==> src/rtl/aes_pkg.sv <==
// Shared AES helpers: GF(2^8) constant multipliers, the 128-bit state type
// and the round-tail FSM encoding.
package aes_pkg;

    localparam logic [7:0]  AES_POLY  = 8'h1B;
    localparam int unsigned AES_BITS  = 128;
    localparam int unsigned COL_BITS  = 32;
    localparam int unsigned NUM_COLS  = 4;

    typedef logic [AES_BITS-1:0] aes_state_t;

    typedef enum logic [1:0] {
        ST_IDLE = 2'd0,
        ST_BUSY = 2'd1,
        ST_DONE = 2'd2
    } tail_state_t;

    // Multiply by x modulo the AES polynomial
    function automatic logic [7:0] xtime(input logic [7:0] a);
        return {a[6:0], 1'b0} ^ (a[7] ? AES_POLY : 8'h00);
    endfunction

    function automatic logic [7:0] gf_mul9(input logic [7:0] a);
        logic [7:0] x2, x4, x8;
        x2 = xtime(a);
        x4 = xtime(x2);
        x8 = xtime(x4);
        return x8 ^ a;
    endfunction

    function automatic logic [7:0] gf_mulB(input logic [7:0] a);
        logic [7:0] x2, x4, x8;
        x2 = xtime(a);
        x4 = xtime(x2);
        x8 = xtime(x4);
        return x8 ^ x2 ^ a;
    endfunction

    function automatic logic [7:0] gf_mulD(input logic [7:0] a);
        logic [7:0] x2, x4, x8;
        x2 = xtime(a);
        x4 = xtime(x2);
        x8 = xtime(x4);
        return x8 ^ x4 ^ a;
    endfunction

    function automatic logic [7:0] gf_mulE(input logic [7:0] a);
        logic [7:0] x2, x4, x8;
        x2 = xtime(a);
        x4 = xtime(x2);
        x8 = xtime(x4);
        return x8 ^ x4 ^ x2;
    endfunction

endpackage

==> src/rtl/inv_mix_column.sv <==
// Combinational InvMixColumns for a single column; byte r of the column is
// i_col[8r+7:8r].
module inv_mix_column
    import aes_pkg::*;
(
    input  logic [COL_BITS-1:0] i_col,
    output logic [COL_BITS-1:0] o_col
);

    logic [7:0] w_a0, w_a1, w_a2, w_a3;

    assign w_a0 = i_col[7:0];
    assign w_a1 = i_col[15:8];
    assign w_a2 = i_col[23:16];
    assign w_a3 = i_col[31:24];

    assign o_col[7:0]   = gf_mulE(w_a0) ^ gf_mulB(w_a1) ^ gf_mulD(w_a2) ^ gf_mul9(w_a3);
    assign o_col[15:8]  = gf_mul9(w_a0) ^ gf_mulE(w_a1) ^ gf_mulB(w_a2) ^ gf_mulD(w_a3);
    assign o_col[23:16] = gf_mulD(w_a0) ^ gf_mul9(w_a1) ^ gf_mulE(w_a2) ^ gf_mulB(w_a3);
    assign o_col[31:24] = gf_mulB(w_a0) ^ gf_mulD(w_a1) ^ gf_mul9(w_a2) ^ gf_mulE(w_a3);

endmodule

==> src/rtl/inv_round_tail.sv <==
// AES decryption round tail: AddRoundKey on accept, then InvMixColumns
// applied COLS_PER_CYCLE columns per cycle (bypassed for the final round).
module inv_round_tail
    import aes_pkg::*;
#(
    parameter int unsigned COLS_PER_CYCLE = 1
) (
    input  logic                clk,
    input  logic                rst,
    input  logic                in_valid,
    output logic                in_ready,
    input  logic [AES_BITS-1:0] instate,
    input  logic [AES_BITS-1:0] round_key,
    input  logic                skip_mix,
    output logic                out_valid,
    input  logic                out_ready,
    output logic [AES_BITS-1:0] outstate
);

    // Column index of the last group, and the per-cycle counter step (4 wraps to 0)
    localparam logic [1:0] LAST_COL = 2'(NUM_COLS - COLS_PER_CYCLE);
    localparam logic [1:0] COL_STEP = 2'(COLS_PER_CYCLE);

    tail_state_t   r_state;
    aes_state_t    r_st;
    logic [1:0]    r_col;

    logic [1:0]          w_sel    [COLS_PER_CYCLE];
    logic [COL_BITS-1:0] w_col_in [COLS_PER_CYCLE];
    logic [COL_BITS-1:0] w_col_out[COLS_PER_CYCLE];

    // Column mux: pick the group starting at r_col out of the state register
    always_comb begin
        for (int g = 0; g < int'(COLS_PER_CYCLE); g++) begin
            w_sel[g]    = r_col + 2'(g);
            w_col_in[g] = r_st[{w_sel[g], 5'd0} +: COL_BITS];
        end
    end

    for (genvar g = 0; g < int'(COLS_PER_CYCLE); g++) begin : g_imc
        inv_mix_column u_imc (
            .i_col (w_col_in[g]),
            .o_col (w_col_out[g])
        );
    end

    always_ff @(posedge clk) begin
        if (rst) begin
            r_state <= ST_IDLE;
            r_st    <= '0;
            r_col   <= 2'd0;
        end else begin
            case (r_state)
                ST_IDLE: begin
                    if (in_valid) begin
                        r_st    <= instate ^ round_key;
                        r_col   <= 2'd0;
                        r_state <= skip_mix ? ST_DONE : ST_BUSY;
                    end
                end
                ST_BUSY: begin
                    // Column demux: write the transformed group back in place
                    for (int g = 0; g < int'(COLS_PER_CYCLE); g++) begin
                        r_st[{w_sel[g], 5'd0} +: COL_BITS] <= w_col_out[g];
                    end
                    r_col <= r_col + COL_STEP;
                    if (r_col == LAST_COL) begin
                        r_state <= ST_DONE;
                    end
                end
                ST_DONE: begin
                    if (out_ready) begin
                        r_state <= ST_IDLE;
                    end
                end
                default: begin
                    r_state <= ST_IDLE;
                end
            endcase
        end
    end

    assign in_ready  = (r_state == ST_IDLE);
    assign out_valid = (r_state == ST_DONE);
    assign outstate  = r_st;

endmodule

==> config.mk <==
export PLATFORM = sky130hd
export DESIGN_NAME = inv_round_tail
export DESIGN_NICKNAME = d
export VERILOG_FILES = /design/src/rtl/aes_pkg.sv /design/src/rtl/inv_mix_column.sv /design/src/rtl/inv_round_tail.sv
export SDC_FILE = /design/constraint.sdc
export NUM_CORES = 1
export LEC_CHECK = 0
export CAP_MARGIN = 10
export CORE_MARGIN = 2
export CORE_UTILIZATION = 50
export CTS_BUF_LIST = sky130_fd_sc_hd__clkbuf_16
export DETAILED_ROUTE_END_ITERATION = 10
export PLACE_DENSITY_LB_ADDON = 0.15
export SYNTH_ARGS = -nofsm -noshare
export SYNTH_HDL_FRONTEND = slang
export SYNTH_HIERARCHICAL = 1
export SYNTH_SLANG_ARGS = --single-unit
==> constraint.sdc <==
create_clock -name clk -period 6.23 [get_ports clk]
set_input_delay 0.623 -clock clk [delete_from_list [all_inputs] [get_ports clk]]
set_output_delay 0.623 -clock clk [all_outputs]
set_load 0.005 [all_outputs]
==> results.toml, run 1 <==
[cts]
postCtsHoldBufs = 0
clkTransAtPathRegs_ps = 60
cts_buffer_depth = 2
post_cts_buffers = 0
cts-htree-levels = 4
cts_tree = "done"
cts_resized = 0
cts_made_buffers = 17
worst_skew_pair.late_latency_ps = 440
root_buffer = "clkbuf_16"
cts_sinks = 132

[sta]
finalCriticalPeriod_ps = 4580
setup_viol = 0
rsz0062_at_grt = "false"
tns_ps = 0
final_hold_viol_count = 0
fin_ws_ps = 1650
skew_ps = 11.2
fmax_mhz = 218
fin_crit_sh_pct = 73.5
tightest_slew_ps = 1250
relSlewSlack_pct = 16.7
drv_slew = 0

[finish]
final_nets = 1596
final_cell_mix = "clkdlybuf4s50_1, xor2_1, a21oi_1"
area_delta_synth_final_pct = 37.8
final_common_cell = "clkdlybuf4s50_1"
layout-drive-gt1-share_pct = 15.9
insertedDiodeCount = 0

[power_and_ir_drop]
power.leakage_uw = 0.00533
irDropWorstVdd_uv = 303
p_per_area_nw_per_um2 = 389

[floorplan]
die_x_um = 153
row_count = 54
io_pins = 391
dieArea_um2 = 23300
start_util_pct = 50.8
core-area_um2 = 21800
fp.dieH_um = 153

[yosys]
avgSynthCellArea_um2 = 10.6
netlist_instances = 1043
synth-edff-count = 0
ys.warnings.count = 6
syn_nets = 1309
synthFlopType = "dfxtp_1"
syn_area_um2 = 11100
synthArstFlopShare_pct = 0
ys_seq_elements = 132
yosysUniqueCellTypes = 34
yosysSeqAreaShare_pct = 23.9

[drt]
num_vias = 10700
dr.pass1.iters = 5
drt_wl_total_um = 46000
wl_per_cell_um = 28.4
drc_errors = 0
ant_nets = 0
first_iter_violations = 1132
via_per_inst = 6.61

[global_route]
grt_overflow = 0
grt_antenna_before_repair = 1
grt_first_pass_wirelength_um = 67700
grt_max_degree = 102
grt_pass1_vias = 10500
grt_usage_pct = 38.3

[placement]
pre_cts_slack_ps = 1770
dp_hpwl_um = 32100
place_congestion = 1.01
port_buffers = 390

[worst_setup_path]
end_kind = "flop"
crit_start = "r_col[0]$_SDFFE_PP0P_"
crit_arrival_ps = 4930
path_class = "reg -> reg"
required_ps = 6580
crit_fanout = 24
startpoint_type = "flop"
r2r_start = "r_col[0]$_SDFFE_PP0P_"

[hold_path]
hold_class = "reg -> reg"
hp-start = "outstate[0]$_SDFFE_PP0P_"

[run]
drv_cap = 0

[run_status]
outcome = "completed"
==> worst max-delay path, stage by stage (launching register included) <==
cell      delay (ps)
dfxtp_2          870
buf_4            480
mux4_2           750
xor2_1           240
xnor2_1          530
xnor3_1          570
xnor2_1          540
a32oi_1          220
a211oi_2         260
==> path summary, 6_finish.rpt <==
| kind | to | slack (ps) | cells past startpoint |
|---|---|---|---|
| worst min register to register | outstate[0]$_SDFFE_PP0P_ | 550 | 2 |
| worst max register to register | outstate[91]$_SDFFE_PP0P_ | 1650 | 8 |
| worst min-delay path | outstate[0]$_SDFFE_PP0P_ | 550 | 2 |
| worst max-delay path | outstate[91]$_SDFFE_PP0P_ | 1650 | 8 |
==> flip-flops by register name, summed over array words and instances (netlist names) <==
register / cells
r_col: 2
r_state: 2
outstate: 128
==> layout make-up <==
cell class	instances	area [um2]
sequential	132	2650
clock inverter	14	153
clock buffer	17	425
timing repair buffer	400	3980
inverter	3	13.8
tap	280	350
multi-input combinational	776	7670
fill	1762	6520
==> metrics by stage <==
step	area [um2]	hold WS [ps]	util (%)	power, uW	std cells
after detailed placement	14700	540	67.4	4750	1591
after floorplan	11100	518	-	3440	1043
final	15200	547	70.0	5930	1622
after global routing	15200	561	70.0	6050	1622
after CTS	15200	547	70.0	5770	1622
after global placement	14700	528	67.4	4730	1591
==> where the power goes <==
part	leakage (uW)	total (uW)	switching, uW	internal, uW
Clock	0.000274	1020	434	591
Sequential	0.00110	1050	111	943
Combinational	0.00396	3850	2250	1600
==> routing by layer <==
| metal | vias up | global-route usage [%] | routed length [um] |
|---|---|---|---|
| li1 | 4527 | - | - |
| met1 | 5221 | 49.7 | 17100 |
| met2 | 808 | 61.2 | 21700 |
| met3 | 157 | 8.87 | 5080 |
| met4 | 2 | 16.9 | 2050 |
| met5 | - | 0 | 7 |
==> synthesized netlist by cell type (5+ instances only) <==
cell type	instances	area, um2
a211oi_2	120	1500
buf_4	9	67.6
a21oi_1	132	661
clkbuf_1	53	199
xor2_1	163	1430
buf_2	46	230
ha_1	5	62.6
dfxtp_1	132	2640
xnor2_1	125	1090
buf_6	21	236
a32oi_1	128	1120
mux4_2	32	721
a211oi_1	8	60.1
xnor3_1	27	608
==> cell families after synthesis <==
kind of cell	count (synthesis)	synth area share (%)
adders and majority gates	5	0.566
muxes	36	7.06
and+or+nand+nor	23	1.48
DFF	132	23.9
buffers and inverters	135	6.98
AOI/OAI and AO/OA	390	30.4
xor gates and xnor gates	322	29.6
No activity file was read; power rests on OpenSTA's default activity.
==> run 2: changes to the inputs <==
--- a/config.mk
+++ b/config.mk
@@ -6,8 +6,9 @@
 export NUM_CORES = 1
 export LEC_CHECK = 0
 export CAP_MARGIN = 10
+export CORE_ASPECT_RATIO = 1.5
 export CORE_MARGIN = 2
-export CORE_UTILIZATION = 50
+export CORE_UTILIZATION = 47
 export CTS_BUF_LIST = sky130_fd_sc_hd__clkbuf_16
 export DETAILED_ROUTE_END_ITERATION = 10
 export PLACE_DENSITY_LB_ADDON = 0.15
==> constraint.sdc (replaced) <==
create_clock -name clk -period 4.4 [get_ports clk]
set_input_delay 0.44 -clock clk [delete_from_list [all_inputs] [get_ports clk]]
set_output_delay 0.44 -clock clk [all_outputs]
set_load 0.005 [all_outputs]
==> run 2 against run 1 <==
Core utilization decreased by 2.7 points. Count of clock-buffer cells in the layout unchanged. Die area increased by 6.3%. Clock skew increased by 2.0 ps. Fmax increased by 14%. Hold slack got worse by 26 ps. First-iteration DRC count increased by 5.8%. Non-clock buffer count increased by 24. Sequential power increased by 42%. Wire length increased by 4.0%. Via count increased by 1.1%. Sequential share of layout area decreased by 0.33 points. Highest routed layer is now met4.
==> results.toml, run 2 (same netlist as run 1, synthesis figures left out) <==
[finish]
area_delta_synth_final_pct = 40.5
final_cell_mix = "clkdlybuf4s50_1, xor2_1, a21oi_1"
layout-drive-gt1-share_pct = 17.6
finalInstanceArea_um2 = 15500
final_common_cell = "clkdlybuf4s50_1"
final_nets = 1620
largest_reg_flops = 128

[cts]
postCtsHoldBufs = 0
cts_buffer_depth = 2
cts_made_buffers = 17
cts-htree-levels = 4
cts_resized = 0
post_cts_buffers = 0
cts_sinks = 132
cts_tree = "done"
worst_skew_pair.late_latency_ps = 440
root_buffer = "clkbuf_16"
clkTransAtPathRegs_ps = 70

[sta]
setup_viol = 0
finalCriticalPeriod_ps = 4020
rsz0062_at_grt = "false"
relSlewSlack_pct = 19.8
final_hold_viol_count = 0
tns_ps = 0
fin_crit_sh_pct = 91.4
fmax_mhz = 249
drv_slew = 0
tightest_slew_ps = 1200
skew_ps = 13.2

[global_route]
grt_overflow = 0
grt_antenna_before_repair = 2
grt_max_degree = 73
grt_usage_pct = 38.3
grt_first_pass_wirelength_um = 70300
grt_pass1_vias = 10900

[placement]
place_congestion = 1.02
place_area_um2 = 14900
dp_hpwl_um = 34300
port_buffers = 390

[worst_setup_path]
path_class = "reg -> reg"
startpoint_type = "flop"
crit_fanout = 18
required_ps = 4760
end_kind = "flop"
crit_arrival_ps = 4380

[floorplan]
fp.dieH_um = 192
die_x_um = 129
start_util_pct = 47.9
dieArea_um2 = 24800
row_count = 68
io_pins = 391
core-area_um2 = 23100

[drt]
wl_per_cell_um = 28.4
first_iter_violations = 1198
ant_nets = 0
drt_wl_total_um = 47800
dr.pass1.iters = 6
via_per_inst = 6.43
num_vias = 10800
drc_errors = 0

[power_and_ir_drop]
p_per_area_nw_per_um2 = 559
power.leakage_uw = 0.00547
irDropWorstVdd_uv = 451

[hold_path]
hold_class = "in -> reg"

[run_status]
outcome = "completed"

[run]
drv_cap = 0
[run 2: cell types whose count changed in the layout (fill, tap and decap cells not counted), sizes merged]
cell,before,now
inv,7,8
clkinvlp,3,2
diode,0,2
clkinv,5,4
buf,11,35
bufinv,2,3
[run 2: report_power, final]
part	internal (uW)	leakage, uW	total [uW]	switching (uW)
Sequential	1330	0.00110	1490	157
Clock	897	0.000291	1520	623
Combinational	2470	0.00409	5660	3190
Total	4710	0.00547	8670	3970
[run 2: final cells by class]
type | instances | area, um2
antenna | 2 | 5.00
clock buffer | 17 | 425
clock inverter | 14 | 176
fill | 1847 | 7530
inverter | 3 | 13.8
multi-input combinational | 776 | 7670
sequential | 132 | 2650
tap | 315 | 394
timing repair buffer | 424 | 4200
[run 2: metal layers]
metal  vias to the layer above  track usage (%)  share of wire (%)
met4                         0             18.0                5.0
met5                         -                0                  0
li1                       4575                -                  -
met3                       158             7.99                 10
met1                      5225             45.8                 35
met2                       872             65.1                 50
[run 2: metrics by stage]
| step | power [uW] | util [%] | cells | hold WS (ps) | worst slack, ps |
|---|---|---|---|---|---|
| 6_report | 8670 | 67.3 | 1683 | 521 | 377 |
| 5_1_grt | 8910 | 67.3 | 1683 | 568 | 112 |
| 4_1_cts | 8530 | 67.3 | 1681 | 532 | 397 |
| 3_5_place_dp | 6990 | 64.7 | 1650 | 539 | 446 |
| 3_3_place_gp | 6990 | 64.7 | 1650 | 531 | 468 |
| 2_1_floorplan | 4870 | - | 1043 | 518 | 995 |
[run 2: worst paths after layout]
path / start / endpoint / slack (ps) / cells past startpoint
min reg2reg: outstate[1]$_SDFFE_PP0P_ / outstate[1]$_SDFFE_PP0P_ / 550 / 2
max reg2reg: r_col[0]$_SDFFE_PP0P_ / outstate[70]$_SDFFE_PP0P_ / 380 / 8
max: r_col[0]$_SDFFE_PP0P_ / outstate[70]$_SDFFE_PP0P_ / 380 / 8
min: rst / r_state[1]$_SDFFE_PP0P_ / 520 / 2
[run 2: critical path, stage by stage, from the launching register on]
cell	delay, ps
dfxtp_2	690
buf_12	260
mux4_2	630
xnor2_1	450
xor2_1	480
xnor3_1	430
xnor2_1	490
a32oi_1	220
a211oi_2	260
